==> config.mk <==
export PLATFORM = sky130hd
export DESIGN_NAME = vga_sync_receiver
export DESIGN_NICKNAME = d
export VERILOG_FILES = /design/src/rtl/vga_sync_receiver.sv
export SDC_FILE = /design/constraint.sdc
export NUM_CORES = 1
export LEC_CHECK = 0
export ABC_AREA = 1
export BUFFER_PORTS_ARGS = -buffer_cell sky130_fd_sc_hd__buf_2
export CORE_ASPECT_RATIO = 1.5
export CORE_UTILIZATION = 57
export DETAILED_ROUTE_END_ITERATION = 6
export PLACE_DENSITY_LB_ADDON = 0.25
export SLEW_MARGIN = 15
export SYNTH_ARGS = -nofsm -noshare
export SYNTH_HDL_FRONTEND = slang
export SYNTH_SLANG_ARGS = --single-unit
==> constraint.sdc <==
create_clock -name clk -period 2.71 [get_ports clk]
set_input_delay 0.271 -clock clk [delete_from_list [all_inputs] [get_ports clk]]
set_output_delay 0.271 -clock clk [all_outputs]
set_load 0.02 [all_outputs]
==> src/rtl/vga_sync_receiver.sv <==
// vga_sync_receiver: rebuilds hCount/vCount/bright from active-low hSync/vSync,
// measures line length against the nominal 640x480@60 timing, tracks lock and
// pulses timing_err on lock-breaking events.
// Optional build macro: VGA_RX_ERRCNT_EN (saturating timing error counter).
module vga_sync_receiver #(
    parameter int unsigned PIX_DIV     = 4,
    parameter int unsigned H_TOTAL     = 800,
    parameter int unsigned V_TOTAL     = 525,
    parameter int unsigned H_ACT_START = 144,
    parameter int unsigned H_ACT_END   = 784,
    parameter int unsigned V_ACT_START = 35,
    parameter int unsigned V_ACT_END   = 515,
    parameter int unsigned LINE_TOL    = 2,
    parameter int unsigned LOCK_LINES  = 16
) (
    input  logic       clk,
    input  logic       reset,
    input  logic       hSync,
    input  logic       vSync,
    output logic [9:0] hCount,
    output logic [9:0] vCount,
    output logic       bright,
    output logic       locked,
    output logic       frame_start,
    output logic       timing_err,
    output logic [7:0] err_count
);

    localparam int unsigned DIV_W    = (PIX_DIV > 1) ? $clog2(PIX_DIV) : 1;
    localparam int unsigned GOOD_W   = $clog2(LOCK_LINES + 1);
    localparam int unsigned LINE_NOM = H_TOTAL * PIX_DIV - 1;
    localparam int unsigned LINE_MIN = LINE_NOM - LINE_TOL;
    localparam int unsigned LINE_MAX = LINE_NOM + LINE_TOL;

    typedef enum logic [1:0] {
        ST_SEARCH,
        ST_ACQUIRE,
        ST_LOCKED
    } state_t;

    state_t             state_q, state_d;
    logic               hs_meta_q, hs_sync_q, hs_hist_q;
    logic               vs_meta_q, vs_sync_q, vs_hist_q;
    logic               pend_q, pend_d;
    logic [DIV_W-1:0]   div_q, div_d;
    logic [9:0]         hcnt_q, hcnt_d;
    logic [9:0]         vcnt_q, vcnt_d;
    logic [11:0]        clk_cnt_q, clk_cnt_d;
    logic [GOOD_W-1:0]  good_q, good_d;
    logic               fs_q, err_q, err_d;

    logic hfall, vfall, pix_tick, frame_now, line_good, lost;

    assign hfall     = hs_hist_q & ~hs_sync_q;
    assign vfall     = vs_hist_q & ~vs_sync_q;
    assign pix_tick  = (div_q == DIV_W'(PIX_DIV - 1));
    assign frame_now = hfall & (pend_q | vfall);
    assign line_good = (clk_cnt_q >= 12'(LINE_MIN)) && (clk_cnt_q <= 12'(LINE_MAX));
    assign lost      = (clk_cnt_q == 12'd4094) & ~hfall;

    // Two-flop synchronizers plus a history flop for edge detection.
    always_ff @(posedge clk or posedge reset) begin
        if (reset) begin
            hs_meta_q <= 1'b1;
            hs_sync_q <= 1'b1;
            hs_hist_q <= 1'b1;
            vs_meta_q <= 1'b1;
            vs_sync_q <= 1'b1;
            vs_hist_q <= 1'b1;
        end else begin
            hs_meta_q <= hSync;
            hs_sync_q <= hs_meta_q;
            hs_hist_q <= hs_sync_q;
            vs_meta_q <= vSync;
            vs_sync_q <= vs_meta_q;
            vs_hist_q <= vs_sync_q;
        end
    end

    // Pixel divider, position counters, line-length counter and vSync pending flag.
    always_comb begin
        div_d     = div_q;
        hcnt_d    = hcnt_q;
        vcnt_d    = vcnt_q;
        clk_cnt_d = clk_cnt_q;
        pend_d    = pend_q;
        if (hfall) begin
            div_d     = '0;
            hcnt_d    = '0;
            clk_cnt_d = '0;
            pend_d    = 1'b0;
            if (frame_now) begin
                vcnt_d = '0;
            end else if (vcnt_q != '1) begin
                vcnt_d = vcnt_q + 10'd1;
            end
        end else begin
            div_d = pix_tick ? '0 : div_q + DIV_W'(1);
            if (pix_tick && hcnt_q != '1) begin
                hcnt_d = hcnt_q + 10'd1;
            end
            if (clk_cnt_q != '1) begin
                clk_cnt_d = clk_cnt_q + 12'd1;
            end
            if (vfall) begin
                pend_d = 1'b1;
            end
        end
    end

    // Lock state machine: next state, good-line count and error pulse.
    always_comb begin
        state_d = state_q;
        good_d  = good_q;
        err_d   = 1'b0;
        unique case (state_q)
            ST_SEARCH: begin
                if (hfall) begin
                    state_d = ST_ACQUIRE;
                    good_d  = '0;
                end
            end
            ST_ACQUIRE: begin
                if (hfall) begin
                    if (!line_good) begin
                        good_d = '0;
                    end else if (good_q != GOOD_W'(LOCK_LINES)) begin
                        good_d = good_q + GOOD_W'(1);
                    end
                    if (frame_now && good_q == GOOD_W'(LOCK_LINES)) begin
                        state_d = ST_LOCKED;
                    end
                end
            end
            ST_LOCKED: begin
                if ((hfall && (!line_good ||
                               (frame_now && vcnt_q != 10'(V_TOTAL - 1)))) || lost) begin
                    state_d = ST_SEARCH;
                    err_d   = 1'b1;
                end
            end
            default: state_d = ST_SEARCH;
        endcase
    end

    // State and counter registers.
    always_ff @(posedge clk or posedge reset) begin
        if (reset) begin
            state_q   <= ST_SEARCH;
            pend_q    <= 1'b0;
            div_q     <= '0;
            hcnt_q    <= '0;
            vcnt_q    <= '0;
            clk_cnt_q <= '0;
            good_q    <= '0;
            fs_q      <= 1'b0;
            err_q     <= 1'b0;
        end else begin
            state_q   <= state_d;
            pend_q    <= pend_d;
            div_q     <= div_d;
            hcnt_q    <= hcnt_d;
            vcnt_q    <= vcnt_d;
            clk_cnt_q <= clk_cnt_d;
            good_q    <= good_d;
            fs_q      <= frame_now;
            err_q     <= err_d;
        end
    end

`ifdef VGA_RX_ERRCNT_EN
    logic [7:0] errcnt_q, errcnt_d;

    // Saturating count of lock-breaking events, visible with the error pulse.
    always_comb begin
        errcnt_d = errcnt_q;
        if (err_d && errcnt_q != '1) begin
            errcnt_d = errcnt_q + 8'd1;
        end
    end

    // Error counter register, cleared only by reset.
    always_ff @(posedge clk or posedge reset) begin
        if (reset) begin
            errcnt_q <= '0;
        end else begin
            errcnt_q <= errcnt_d;
        end
    end

    assign err_count = errcnt_q;
`else
    assign err_count = '0;
`endif

    assign hCount      = hcnt_q;
    assign vCount      = vcnt_q;
    assign locked      = (state_q == ST_LOCKED);
    assign frame_start = fs_q;
    assign timing_err  = err_q;
    assign bright      = locked &&
                         (hcnt_q >= 10'(H_ACT_START)) && (hcnt_q < 10'(H_ACT_END)) &&
                         (vcnt_q >= 10'(V_ACT_START)) && (vcnt_q < 10'(V_ACT_END));

endmodule
==> impl_metrics.toml <==
[logic_synthesis]
yosysWarnings = 0
synth_top_area_cell = "dfrtp_1"
syn_avg_cell_area_um2 = 7.826
seq_area_frac_synth_pct = 41.03
async_flop_share_pct = 100.0
synth_top_area_share_pct = 35.89
synth_edf_count = 0
yosys-top-cells-count = "nand2_1 (79), inv_1 (48), dfrtp_1 (44)"
synth_cell_types = 36
synth-seq-cells = 50
synth.cell_area_mm2 = 0.003068
synthFlopType = "dfrtp_1"
synth_most_common_cell = "nand2_1"
synthCells = 392
synthTopCellsByArea = "dfrtp_1 (36%), nand2_1 (9.7%), nand3_1 (6.0%)"

[power]
swShare_pct = 33.84
p_per_area_mw_per_mm2 = 571.3
power_frac_comb_pct = 23.7
seqPwrFrac_pct = 49.2
p_int_mw = 1.258
p_clk_share_pct = 27.2
p_sw_mw = 0.6432
leakage_nw = 1.628
max-vdd-ir-drop_mv = 0.4551

[sta]
timing.final.crit_share_pct = 74.31
max_slew_margin_pct = 53.59
period_needed_ps = 2014
rsz0062_at_grt = "no"
finClkSkew_ps = 7.493
max_freq_mhz = 496.5
setup_viol = 0
final_max_slew_viol_count = 0
finalSetupTns_ps = 0
fin_ws_ps = 696.1
tightest_slew_ps = 695.2
hold_violations = 0

[grt]
grt_overflow = 0
track_usage_pct = 25.60
grt_max_degree = 35
first_global_vias = 2567
antenna_found_initial = 0
grt_pass1_wl_um = 11070

[layout]
synthToLayoutAreaGrowth_pct = 8.442
fill_cells = 478
finalNetCount = 435
antenna_cells = 0
layout-drive-gt1-share_pct = 18.29
instances_no_fill = 489

[detailed_routing]
drt-total-wl_um = 6146
vias = 2601
dr.pass1.iters = 4
first_iter_violations = 134
viasPerCell = 5.319
drcViolationCount = 0
drt-wirelength-per-cell_um = 12.57
postRouteAntennaNets = 0

[critical_path]
critical_path_depth = 6
cp.required_ps = 2440
cp-start-kind = "register"
cp_top_family = "flip-flops"
setup.worst_path.end = "bright"
crit_path_max_incr_delay_ps = 460
cp_cell_sequence = "ha_1 -> inv_1 -> a31oi_1 -> nor3_1 -> nor4_1 -> buf_2"
cp_max_fo = 7
cp_num_buf_inv = 2
r2r_setup_slack_ps = 780
crit_path_end_kind = "output pin"
critPathLaunch = "vCount[0]"
r2r_end = "vCount[2]"
path_class = "reg2out"
r2r-start = "vCount[0]"
r2r_cells = 7
slowest_stage = "dfrtp_1"
cp_data_arrival_time_ps = 1740

[clocking]
cts_root_buf = "clkbuf_8"
cts_num_sinks = 50
cts_resized = 0
cts-buffers-inserted = 5
clk_latency_ps = 300
cts_tree = "done"
cts_setup_buffers = 0
cts.clk_slew.worst_paths_ps = 90
clock_path_buffers = 2
htreeDepth = 2
cts.hold.buffers_added = 0

[flow_run]
maxCapViolCount = 0

[floorplanning]
die_h_um = 91.85
dieArea_mm2 = 0.005686
io_pins = 36
start_util_pct = 59.40
chipWidth_um = 61.90
core_mm2 = 0.005165
rows = 32

[place]
dp.cells = 481
place.gp.congestion = 0.8647
pre_cts_ws_ps = 781.5
portBuffers = 27
dp_hpwl_um = 4648

[worst_hold_path]
min_path_type = "in2async"

[run_status]
status = "completed"
flip-flops by register name, summed over array words and instances (netlist names), 2 cells and up:
| signal | cells |
|---|---|
| clk_cnt_q | 12 |
| state_q | 2 |
| good_q | 5 |
| vCount | 10 |
| hCount | 10 |
| div_q | 2 |
worst min-delay path by stage:
stage | to | cells past startpoint | slack [ps] | from
6_report | good_q[2] | 2 | 60 | reset
5_1_grt | vs_meta_q | 1 | 50 | vSync
4_1_cts | vs_meta_q | 1 | 50 | vSync
3_5_place_dp | vs_sync_q | 0 | 350 | vs_meta_q
3_3_place_gp | hs_sync_q | 0 | 350 | hs_meta_q
2_1_floorplan | hs_meta_q | 0 | 280 | hSync
routing by layer:
metal  global-route usage [%]  vias up  routed length [um]
met2                    43.28       41                3278
met4                    10.74        0                 170
met1                    31.37     1232                2547
met5                        0        -                   0
met3                    3.667       13                 149
li1                         -     1315                   -
cell families (layout without fill, tap and decap cells):
family,count (synthesis),in the layout,share of synthesized area (%)
AND/OR/NAND/NOR,198,198,30.30
flip-flops,50,50,41.03
adder cells (fa/ha/maj),11,11,4.486
other,1,8,0.1222
XOR/XNOR,11,11,3.140
buffers and inverters,68,90,10.15
AO/OA/AOI/OAI,53,53,10.77
cell type report:
cell class	count	area [um^2]	share of cell area, %
flip-flops and latches	50	1259	37.83
multi-input cells	281	1524	45.81
well taps	68	85.08	2.557
inverters	52	195.2	5.867
clock inverters	1	30.03	0.9026
repair buffers	30	157.7	4.739
clock buffers	7	76.32	2.294
layout by cell type, fill, tap and decap left out, types with 5 or more instances in the layout:
cell type	netlist	final
nand3_1	37	37
dfrtp_1	44	44
clkbuf_8	0	5
o21ai_2	9	9
o21ai_0	21	21
inv_1	48	47
nor2_1	39	39
buf_2	3	27
a21oi_1	9	9
nand2_1	79	79
nand4_1	8	8
dfstp_2	6	6
conb_1	1	8
ha_1	11	11
xor2_1	11	11
nor3_1	12	12
inv_2	4	5
nand2_2	10	10
o21ai_1	5	5
power by group through the flow:
stage	registers [mW]	clock network, mW	logic [mW]
after floorplan	0.975	0	0.312
after global placement	0.943	0	0.442
after detailed placement	0.949	0	0.453
after CTS	0.935	0.528	0.455
after global routing	0.951	0.550	0.520
final	0.935	0.516	0.450
stage by stage:
| step | cell area (um^2) | total power [mW] | utilization (%) | hold slack [ps] |
|---|---|---|---|---|
| after detailed placement | 3221 | 1.402 | 62.35 | 348.1 |
| after global routing | 3327 | 2.021 | 64.41 | 53.59 |
| after CTS | 3327 | 1.919 | 64.41 | 51.26 |
| final | 3327 | 1.901 | 64.41 | 57.52 |
| after global placement | 3221 | 1.385 | 62.35 | 346.5 |
| after floorplan | 3094 | 1.287 | - | 275.5 |
Power figures use the tool's default switching activity.
